`config.mk`:
```
export PLATFORM = sky130hd
export DESIGN_NAME = instr_cache
export DESIGN_NICKNAME = d
export VERILOG_FILES = /design/src/rtl/instr_cache.sv
export SDC_FILE = /design/constraint.sdc
export NUM_CORES = 1
export LEC_CHECK = 0
export ABC_AREA = 1
export BUFFER_PORTS_ARGS = -buffer_cell sky130_fd_sc_hd__clkbuf_2
export CORE_ASPECT_RATIO = 1.5
export CORE_UTILIZATION = 54
export DETAILED_ROUTE_END_ITERATION = 8
export PLACE_DENSITY = 0.75
export SYNTH_ARGS = -nofsm -noshare
export SYNTH_HDL_FRONTEND = slang
export SYNTH_SLANG_ARGS = --single-unit
```
`constraint.sdc`:
```
create_clock -name CLK -period 6.5 [get_ports CLK]
set_clock_uncertainty 0.2 [all_clocks]
set_input_delay 0.325 -clock CLK [delete_from_list [all_inputs] [get_ports CLK]]
set_output_delay 0.325 -clock CLK [all_outputs]
set_load 0.02 [all_outputs]
```
`src/rtl/instr_cache.sv`:
```
// instr_cache: direct-mapped, read-only instruction cache between the CPU
// fetch port and a block-organised instruction memory with busywait handshake.
// Hits are served combinationally; a miss stalls the CPU while the whole block
// is fetched (IDLE -> MEM_READ -> UPDATE -> IDLE).
// Optional hit/miss performance counters are enabled with the macro
// ICACHE_PERF_CNT_EN; without it HIT_COUNT/MISS_COUNT are tied to zero.
module instr_cache #(
  parameter int ADDR_W          = 10,
  parameter int WORD_W          = 32,
  parameter int WORDS_PER_BLOCK = 4,
  parameter int NUM_SETS        = 8
) (
  input  logic                              CLK,
  input  logic                              RESET,
  input  logic [31:0]                       PC,
  output logic [WORD_W-1:0]                 INSTRUCTION,
  output logic                              CPU_BUSYWAIT,
  output logic                              IM_READ,
  output logic [ADDR_W-3-$clog2(WORDS_PER_BLOCK):0] IM_ADDRESS,
  input  logic [WORD_W*WORDS_PER_BLOCK-1:0] IM_READDATA,
  input  logic                              IM_BUSYWAIT,
  output logic [31:0]                       HIT_COUNT,
  output logic [31:0]                       MISS_COUNT
);

  localparam int OFF_W   = $clog2(WORDS_PER_BLOCK);
  localparam int OFF_WS  = (OFF_W > 0) ? OFF_W : 1;
  localparam int IDX_W   = $clog2(NUM_SETS);
  localparam int BADDR_W = ADDR_W - 2 - OFF_W;
  localparam int TAG_W   = BADDR_W - IDX_W;

  typedef enum logic [1:0] {IDLE = 2'd0, MEM_READ = 2'd1, UPDATE = 2'd2} state_t;

  state_t                                state;
  logic                                  im_read;
  logic [NUM_SETS-1:0]                   valid;
  logic [TAG_W-1:0]                      tags [NUM_SETS];
  logic [WORDS_PER_BLOCK-1:0][WORD_W-1:0] data [NUM_SETS];

  logic [ADDR_W-3:0] word_addr;
  logic [OFF_WS-1:0] offset;
  logic [IDX_W-1:0]  index;
  logic [TAG_W-1:0]  tag;
  logic              hit;
  logic              unused_pc;

  // Bits of PC outside the lookup window and the byte offset do not matter.
  assign unused_pc = ^{PC[31:ADDR_W], PC[1:0]};
  assign word_addr = PC[ADDR_W-1:2];

  // Split the word address into offset/index/tag (power-of-two sizes make these pure bit slices).
  always_comb begin
    offset     = OFF_WS'(word_addr % WORDS_PER_BLOCK);
    index      = IDX_W'((word_addr / WORDS_PER_BLOCK) % NUM_SETS);
    tag        = TAG_W'(word_addr / (WORDS_PER_BLOCK * NUM_SETS));
    IM_ADDRESS = BADDR_W'(word_addr / WORDS_PER_BLOCK);
  end

  // Lookup, read mux and CPU stall; the stall falls combinationally once the line hits in IDLE.
  always_comb begin
    hit          = valid[index] && (tags[index] == tag);
    INSTRUCTION  = data[index][offset];
    CPU_BUSYWAIT = (state != IDLE) || !hit;
  end

  assign IM_READ = im_read;

  // Miss-handling FSM; reset clears valid bits and drops the memory request immediately.
  always_ff @(posedge CLK or posedge RESET) begin
    if (RESET) begin
      state   <= IDLE;
      im_read <= 1'b0;
      valid   <= '0;
    end else begin
      case (state)
        IDLE: begin
          if (!hit) begin
            state   <= MEM_READ;
            im_read <= 1'b1;
          end
        end
        MEM_READ: begin
          if (!IM_BUSYWAIT) begin
            state   <= UPDATE;
            im_read <= 1'b0;
          end
        end
        UPDATE: begin
          valid[index] <= 1'b1;
          state        <= IDLE;
        end
        default: begin
          state   <= IDLE;
          im_read <= 1'b0;
        end
      endcase
    end
  end

  // Line fill of tag and data; these arrays are intentionally not reset (valid bits gate them).
  always_ff @(posedge CLK) begin
    if (state == UPDATE) begin
      data[index] <= IM_READDATA;
      tags[index] <= tag;
    end
  end

`ifdef ICACHE_PERF_CNT_EN
  logic [31:0] hit_cnt;
  logic [31:0] miss_cnt;

  // Count IDLE hit cycles and IDLE->MEM_READ transitions, wrapping modulo 2^32.
  always_ff @(posedge CLK or posedge RESET) begin
    if (RESET) begin
      hit_cnt  <= 32'd0;
      miss_cnt <= 32'd0;
    end else begin
      if (state == IDLE && hit) begin
        hit_cnt <= hit_cnt + 32'd1;
      end
      if (state == IDLE && !hit) begin
        miss_cnt <= miss_cnt + 32'd1;
      end
    end
  end

  assign HIT_COUNT  = hit_cnt;
  assign MISS_COUNT = miss_cnt;
`else
  assign HIT_COUNT  = 32'd0;
  assign MISS_COUNT = 32'd0;
`endif

endmodule

```
# Yosys cells after proc, flatten, opt, wreduce, memory -nomap -nowiden
# Memories as Yosys holds them, arrays and structs flattened.
# Index checks and enable logic that the tools add are counted.
# Widths: inputs -> output; s select.
[word_totals]
register_bits = 11
mem_bits_rw = 1048
inputBits = 163
elab_cells = 37
mem_count = 2
[op_classes]
order_cmp = 3
n_eq_ne = 5
muxes = 14
n_bitwise = 2
reduce_logical = 8
[memory_table]
columns = ["memory", "depth", "word_bits", "read_ports", "rd_clocked_by_memory_dff", "write_ports", "line_no", "rtl"]
rows = [
  ["data", 8, 128, 1, 0, 1, "38", "logic [WORDS_PER_BLOCK-1:0][WORD_W-1:0] data [NUM_SETS];"],
  ["tags", 8, 3, 1, 0, 1, "37", "logic [TAG_W-1:0] tags [NUM_SETS];"],
]
[op_table]
columns = ["operator", "n"]
rows = [
  ["$bmux 32 s2", 1],
  ["$mux 32", 1],
  ["$or 8x8->8", 1],
  ["$mux 1", 6],
  ["$lt 3x4->1 const B", 1],
  ["$mux 2", 2],
  ["$ne 2x2->1 const B", 2],
  ["$pmux 2 s2", 1],
  ["$bmux 1 s3", 1],
  ["$demux 1 s3", 1],
  ["$eq 3x3->1", 1],
  ["$ge 3x1->1 const B", 1],
  ["$lt 2x3->1 const B", 1],
  ["$pmux 1 s3", 1],
  ["$reduce_and 3->1", 1],
  ["$eq 2x1->1 const B", 1],
  ["$eq 2x2->1 const B", 1],
  ["$logic_and 1x1->1", 2],
  ["$logic_not 2->1", 1],
  ["$reduce_and 2->1", 1],
  ["$reduce_bool 2->1", 1],
  ["$logic_not 1->1", 1],
  ["$logic_or 1x1->1", 1],
  ["$not 1->1", 1],
]

# Longest topological paths before layout
# Gate-level depths: netlist of run 1.
[depth]
word_depth = 5
ltp_mapped = 14
ltp_nobuf = 12

# Least setup slack after synthesis of run 1
# OpenSTA, ideal clock, no wires.
[synth_path]
path_kind = "input to register"
start = "input PC[4]"
end = "register valid[0]"
setup_time_ns = 0.100
arrival_time_ns = 7.220
setup_slack_ns = -1.020
stages = 8
path_buffers = 4
cell_sequence = "inv_2 -> buf_4 -> buf_2 -> buf_4 -> buf_2 -> nand2_1 -> nor2_1 -> or2_2"
[synth_via]
elab_chain_len = 5
word_cells_on_any_way = 6
cone_classes = "order compare (2); mux (2); bitwise (1); reduce/logical (1)"
[synth_rtl]
columns = ["item", "line_no", "rtl"]
rows = [
  ["start, declared", "15", "input logic [31:0] PC,"],
  ["$lt 3x4->1 (not written as such) or $ge 3x1->1 (tied branches)", "89", "valid[index] <= 1'b1;"],
  ["$logic_and 1x1->1 (not written as such)", "89", ""],
  ["$mux 1 (not written as such)", "89", ""],
  ["$demux 1 s3 *", "89", ""],
  ["$or 8x8->8 (no source line) *", "--", ""],
  ["end signal, assigned", "73", "valid <= '0;"],
  ["end signal, assigned by index", "89", ""],
  ["end, declared", "36", "logic [NUM_SETS-1:0] valid;"],
]
# Mark *: on every way between the ends. The rest lies on a longest branch, timed or not.
# A chain may end at the register's enable or synchronous reset.

# Worst setup path in the final report of run 1
[layout_path]
start = "input PC[5]"
end = "output INSTRUCTION[21]"
[layout_via]
elab_chain_len = 3
[layout_rtl]
columns = ["item", "line_no", "rtl"]
rows = [
  ["$mem_v2 8x128", "--", ""],
  ["$bmux 32 s2", "62", "INSTRUCTION = data[index][offset];"],
  ["$mux 32 (not written as such)", "62", ""],
  ["end, declared", "16", "output logic [WORD_W-1:0] INSTRUCTION,"],
]
# No other way between the ends. The select of a mux whose other input is x is not followed.

==> impl_results.rst, run 1 <==
.. list-table::
   :header-rows: 1

   * - Metric
     - Value
   * - Portion of netlist area occupied by mux cells
     - 0%
   * - Relative slew slack
     - 18.3%
   * - Run status
     - completed
   * - WP data arrival
     - 3.60 ns
   * - Antenna violations before repair
     - 6
   * - Endpoints failing hold
     - 0
   * - Commonest non-fill, non-tap cell in the layout
     - sky130_fd_sc_hd__edfxtp_1
   * - Number of input and output port buffers inserted
     - 178
   * - Maximum clock frequency
     - 243 MHz
   * - # Post-CTS Setup Buffers
     - 0
   * - CTS Root Buffer Type
     - sky130_fd_sc_hd__clkbuf_16
   * - Setup WS post-layout
     - 2.38 ns
   * - Starting density of the core
     - 54.4%
   * - Share of synthesized cell area in full adder, half adder and majority cells
     - 0%
   * - Fraction of layout instances using a drive strength above 1
     - 10.5%
   * - # H-tree levels
     - 3
   * - Post-Synth XOR/XNOR Area
     - 0%
   * - Number of optimization iterations in the first detailed-route pass
     - 6
   * - CP peak stage delay
     - 0.92 ns
   * - DRC marker count from the first detailed-route iteration
     - 2487
   * - Boundary Pins
     - 267
   * - Power density cells
     - 302 mW/mm^2
   * - TritonCTS Buffers
     - 91
   * - Max-capacitance violation count
     - 0
   * - Gate family responsible for the most delay along the worst path
     - buffers and inverters
   * - Worst Path Required
     - 5.97 ns
   * - Pins Over Slew Limit
     - 0
   * - GR Overflow Total
     - 0
   * - Cts repair resizes
     - 0
   * - Maximum root-to-sink buffer count
     - 3
   * - Unique masters post-synth
     - 22
   * - Die outline area
     - 0.0778 mm^2
   * - Largest family of logic cells by synthesized area
     - simple AND/OR/NAND/NOR gates
   * - Worst Setup Start Kind
     - primary input
   * - Number of buffer and inverter stages on the critical path
     - 5
   * - Cells after Synth
     - 3182
   * - Overall via count from detail_route
     - 26.0k
   * - Mapped Area
     - 0.0414 mm^2
   * - Final worst path period share
     - 63.4%
   * - Kind of path behind the tightest hold check
     - flop to flop
   * - Shortest clock period the worst path allows after layout
     - 4.12 ns
   * - Clock-pin slew on the worst setup and hold paths
     - 0.06 ns
   * - P_leak
     - 16.4 nW
   * - Placed instance area
     - 0.0430 mm^2
   * - Final std cells w/o fill
     - 4522
   * - Number of global-route vias before repair
     - 25.0k
   * - Routed Antenna Nets
     - 0
   * - Average via count per standard cell
     - 5.74
   * - Drt drc
     - 0
   * - Average detailed-routed wire length per instance
     - 22.4 um
   * - All-Layer GR Usage
     - 25.8%
   * - Worst skew pair latency
     - 0.65 ns
   * - Worst supply voltage drop on vdd
     - 0.000263 V
   * - Die extent in x
     - 228 um
   * - Most frequent cells in the layout
     - 1048 x sky130_fd_sc_hd__edfxtp_1, 627 x sky130_fd_sc_hd__nand2_1, 490 x sky130_fd_sc_hd__nor2_1, 259 x sky130_fd_sc_hd__o21ai_0, 176 x sky130_fd_sc_hd__clkbuf_2
   * - Area grow syn2layout
     - 14.1%
   * - Path type of the worst setup path
     - primary input to primary output
   * - Type of destination of the critical path
     - primary output
   * - Routability congestion estimate from global placement
     - 0.775
   * - Final worst hold slack
     - 0.270 ns
   * - Simple-gate portion of the synthesized area
     - 12.4%
   * - Floorplan row count
     - 124
   * - Area of the placeable core
     - 0.0760 mm^2
   * - Count of synthesis-stage warnings from yosys
     - 0
   * - Maximum number of pins on one net before global-route repair
     - 196
   * - Post-synthesis compound-gate area fraction
     - 7.28%
   * - Unrepaired setup endpoints after global routing
     - false
   * - Slowest cell on crit path
     - sky130_fd_sc_hd__buf_4
   * - Post-synthesis async set-or-reset flop share
     - 1.04%
   * - Synthesized area divided by synthesized cell count
     - 13.0 um^2
   * - Chain of cells forming the critical path
     - clkbuf_2 > inv_2 > nor2_4 > buf_4 > buf_4 > nand2_1 > nand2_1 > a21oi_1 > nand3_1 > o211ai_1 > nand2_1 > nand2_1 > o21ai_1 > clkbuf_2
   * - Placement Setup Slack
     - 2.45 ns
   * - Total negative slack
     - 0 ns
   * - Total Wirelength
     - 101 mm
   * - Dominant register cell in the synthesized netlist
     - sky130_fd_sc_hd__edfxtp_1
   * - Seq/Total Area, Yosys
     - 76.7%
   * - CTS tree
     - done
   * - Placed wire-length estimate after detailed placement
     - 54.6 mm
   * - Post-Place Cells
     - 4224
   * - Final Setup Violations
     - 0
   * - TritonCTS sink count
     - 1059
   * - Crit path top cell by count
     - sky130_fd_sc_hd__nand2_1
   * - Post-CTS Hold Fix Bufs
     - 134
   * - Number of nets in the layout
     - 3606
   * - Worst Tran Pin Value
     - 1.22 ns
   * - Register bit count reported by yosys
     - 1059
   * - Wire length of the first global-routing pass
     - 150 mm
   * - EDFF count, synth
     - 1048
   * - Die Y
     - 341 um
   * - Post-route design area
     - 0.0472 mm^2
   * - Critical path fanouts, max
     - 79
[path summary, 6_finish.rpt]
path	startpoint	endpoint	slack, ns	cells after the start
hold reg to reg	valid[0]$_DFFE_PP0P_	valid[0]$_DFFE_PP0P_	0.27	1
min in group asynchronous	RESET	IM_READ$_DFFE_PP0P_	0.54	4
hold / removal	valid[0]$_DFFE_PP0P_	valid[0]$_DFFE_PP0P_	0.27	1
setup / recovery	PC[5]	INSTRUCTION[21]	2.38	14
max in group asynchronous	RESET	valid[4]$_DFFE_PP0P_	5.28	4
setup reg to reg	state[0]$_DFFE_PP0P_	data[7][19]$_DFFE_PP_	3.28	4
[synthesized netlist by cell type, drive strengths merged (11+ instances only)]
master	n	area share, %
a21oi	102	1.2
a41oi	21	0.44
buf	172	2.5
clkbuf	77	0.70
dfrtp	11	0.67
edfxtp	1048	76
inv	37	0.34
nand2	628	5.7
nand3	156	1.9
nor2	501	4.6
o2111ai	64	1.4
o21ai	342	4.1
[through the flow]
stage / utilization [%] / power [W]
floorplan: - / 0.00867
global placement: 56.6 / 0.00904
detailed placement: 56.6 / 0.00907
CTS: 62.1 / 0.0143
global route: 62.1 / 0.0147
finish: 62.1 / 0.0143
[flip-flops by register name, summed over array words and instances (netlist names)]
| register | count |
|---|---|
| data | 1024 |
| valid | 8 |
| IM_READ | 1 |
| state | 2 |
| tags | 24 |
[final cells by class]
class | count | area, um^2
clock buffers | 116 | 2410
multi-input cells | 1900 | 8460
diodes | 2 | 5.00
repair buffers | 354 | 2740
fillers | 5514 | 28800
flip-flops and latches | 1059 | 31700
inverters | 37 | 149
well taps | 1008 | 1260
clock inverters | 46 | 452
[worst reg2reg max path, delay by kind of cell (launching register included)]
kind | cells | cell delay (ns)
flops | 1 | 0.41
simple gates | 3 | 1.30
buf+inv | 1 | 0.86
[metal layers]
layer	vias to the layer above	wire, um	global-route usage, %
met5	-	39	0
met4	6	3670	11.4
met3	194	7820	3.63
met2	1281	51400	44.3
met1	12700	38200	32.8
li1	11800	-	-
[kinds of logic after synthesis]
logic type | count (synthesis)
simple gates | 1301
flops | 1059
compound gates | 535
buf+inv | 286
other cells | 1
[power breakdown]
group / total, W / leakage (nW) / internal, W / switching, W
Sequential: 0.00785 / 9.57 / 0.00779 / 0.0000609
Clock: 0.00526 / 1.40 / 0.00295 / 0.00231
Combinational: 0.00116 / 5.43 / 0.000316 / 0.000846
(Power assumes the default switching activity.)
==> run 2, diff against run 1 <==
Clock period 6.5 ns to 3.5 ns, I/O delays scaled along.
==> impl_results.rst, run 2 (synthesized netlist as in run 1, its figures left out) <==
.. list-table::
   :header-rows: 1

   * - Metric
     - Value
   * - Run status
     - completed
   * - Shortest clock period the worst path allows after layout
     - 2.90 ns
   * - Worst Setup Start Kind
     - primary input
   * - Type of destination of the critical path
     - primary output
   * - Die extent in x
     - 228 um
   * - # Post-CTS Setup Buffers
     - 0
   * - Floorplan row count
     - 124
   * - DRC marker count from the first detailed-route iteration
     - 2685
   * - Maximum clock frequency
     - 344 MHz
   * - Setup WS post-layout
     - 0.596 ns
   * - Placement Setup Slack
     - 0.553 ns
   * - Placed wire-length estimate after detailed placement
     - 58.5 mm
   * - Maximum root-to-sink buffer count
     - 3
   * - P_leak
     - 16.8 nW
   * - Total negative slack
     - 0 ns
   * - Commonest non-fill, non-tap cell in the layout
     - sky130_fd_sc_hd__edfxtp_1
   * - Endpoints failing hold
     - 0
   * - Flip-flop count of the largest register after layout
     - 1024
   * - Largest Register
     - data
   * - Slack of the worst reg-to-reg path
     - 0.91 ns
   * - Final core occ
     - 63.1%
   * - Final Setup Violations
     - 0
   * - Critical path fanouts, max
     - 49
   * - Biggest regs
     - data (1024), tags (24), valid (8)
   * - CTS tree
     - done
   * - Total Wirelength
     - 102 mm
   * - Power density cells
     - 559 mW/mm^2
   * - Final worst path period share
     - 83.0%
   * - Fraction of layout instances using a drive strength above 1
     - 12.0%
   * - Unrepaired setup endpoints after global routing
     - false
   * - Clock-pin slew on the worst setup and hold paths
     - 0.06 ns
   * - Worst supply voltage drop on vdd
     - 0.000531 V
   * - Most frequent cells in the layout
     - 1048 x sky130_fd_sc_hd__edfxtp_1, 625 x sky130_fd_sc_hd__nand2_1, 490 x sky130_fd_sc_hd__nor2_1, 259 x sky130_fd_sc_hd__o21ai_0, 176 x sky130_fd_sc_hd__clkbuf_2
   * - Pins Over Slew Limit
     - 0
   * - TritonCTS sink count
     - 1059
   * - Worst Path Required
     - 3.12 ns
   * - Relative slew slack
     - 34.2%
   * - Total Power
     - 0.0268 W
   * - Overall via count from detail_route
     - 26.4k
   * - Path type of the worst setup path
     - primary input to primary output
   * - Drt drc
     - 0
   * - Worst skew pair latency
     - 0.66 ns
   * - Kind of path behind the tightest hold check
     - primary input to flop
   * - Final worst hold slack
     - 0.127 ns
   * - Starting density of the core
     - 54.4%
   * - Routability congestion estimate from global placement
     - 0.798
   * - Number of optimization iterations in the first detailed-route pass
     - 5
   * - Die outline area
     - 0.0778 mm^2
   * - Number of input and output port buffers inserted
     - 178
   * - WP data arrival
     - 2.53 ns
   * - Number of nets in the layout
     - 3661
   * - Boundary Pins
     - 267
   * - Average via count per standard cell
     - 5.76
   * - Number of global-route vias before repair
     - 25.6k
   * - CTS Root Buffer Type
     - sky130_fd_sc_hd__clkbuf_16
   * - Average detailed-routed wire length per instance
     - 22.3 um
   * - Area grow syn2layout
     - 15.9%
   * - Antenna violations before repair
     - 7
   * - # H-tree levels
     - 3
   * - GR Overflow Total
     - 0
   * - TritonCTS Buffers
     - 91
   * - Worst Tran Pin Value
     - 0.986 ns
   * - Die Y
     - 341 um
   * - Max-capacitance violation count
     - 0
   * - All-Layer GR Usage
     - 26.1%
   * - Routed Antenna Nets
     - 0
   * - Maximum number of pins on one net before global-route repair
     - 112
   * - Area of the placeable core
     - 0.0760 mm^2
   * - Wire length of the first global-routing pass
     - 153 mm
run 2: cell count changes in the layout (fill, tap and decap cells not counted), moves of 3 or more:
cell	before	now
sky130_fd_sc_hd__bufinv_16	8	11
sky130_fd_sc_hd__clkbuf_1	23	18
sky130_fd_sc_hd__buf_4	29	62
sky130_fd_sc_hd__clkinv_2	11	16
sky130_fd_sc_hd__inv_2	6	3
sky130_fd_sc_hd__diode_2	2	6
sky130_fd_sc_hd__buf_12	14	35
run 2: worst max-delay path: stages:
cell	delay, ns
sky130_fd_sc_hd__clkbuf_2	0.19
sky130_fd_sc_hd__nor2_4	0.60
sky130_fd_sc_hd__buf_12	0.35
sky130_fd_sc_hd__nand2_1	0.08
sky130_fd_sc_hd__nand2_1	0.08
sky130_fd_sc_hd__a21oi_1	0.04
sky130_fd_sc_hd__nand3_1	0.07
sky130_fd_sc_hd__nand3_1	0.09
sky130_fd_sc_hd__nand2_1	0.17
sky130_fd_sc_hd__nand2_1	0.18
sky130_fd_sc_hd__o21ai_1	0.24
sky130_fd_sc_hd__clkbuf_2	0.23
run 2: what timing repair did:
action | CTS | global route
gates resized for setup | 0 | 0
hold buffers | 135 | 0
endpoints found under the hold margin | 1062 | 0
run 2: layout make-up:
cell class                      instances  area (um^2)
Multi-Input combinational cell       1900         8470
Clock buffer                          110         2370
Sequential cell                      1059        31700
Tap cell                             1008         1260
Clock inverter                         52          543
Inverter                               37          151
Timing Repair Buffer                  409         3410
Antenna cell                            6         15.0
Fill cell                            5399        28100
run 2: power breakdown:
group | internal, W | total, W | switching, W
Sequential | 0.0145 | 0.0146 | 0.000113
Clock | 0.00563 | 0.00998 | 0.00435
Combinational | 0.000668 | 0.00227 | 0.00160
Total | 0.0208 | 0.0268 | 0.00607
run 2: metrics by stage:
| stage | instance area, um^2 | instances |
|---|---|---|
| CTS | 48000 | 4575 |
| floorplan | 41700 | 3245 |
| detailed placement | 43700 | 4278 |
| global route | 48000 | 4578 |
| finish | 48000 | 4581 |
| global placement | 43700 | 4278 |
run 2: worst paths after layout:
kind / from / endpoint / cells after the start
max in group asynchronous: RESET / valid[2]$_DFFE_PP0P_ / 4
hold reg to reg: valid[1]$_DFFE_PP0P_ / valid[1]$_DFFE_PP0P_ / 1
hold / removal: IM_READDATA[4] / data[5][4]$_DFFE_PP_ / 2
setup / recovery: PC[5] / INSTRUCTION[13] / 12
min in group asynchronous: RESET / valid[6]$_DFFE_PP0P_ / 4
setup reg to reg: state[0]$_DFFE_PP0P_ / data[3][87]$_DFFE_PP_ / 4
run 2: per-layer routing:
layer	GRT usage [%]	up-vias	part of all wire (%)
li1	-	11900	-
met1	33.5	13000	38
met2	44.5	1331	51
met3	4.31	176	8.6
met4	10.6	2	3.1
met5	0	-	0.0088
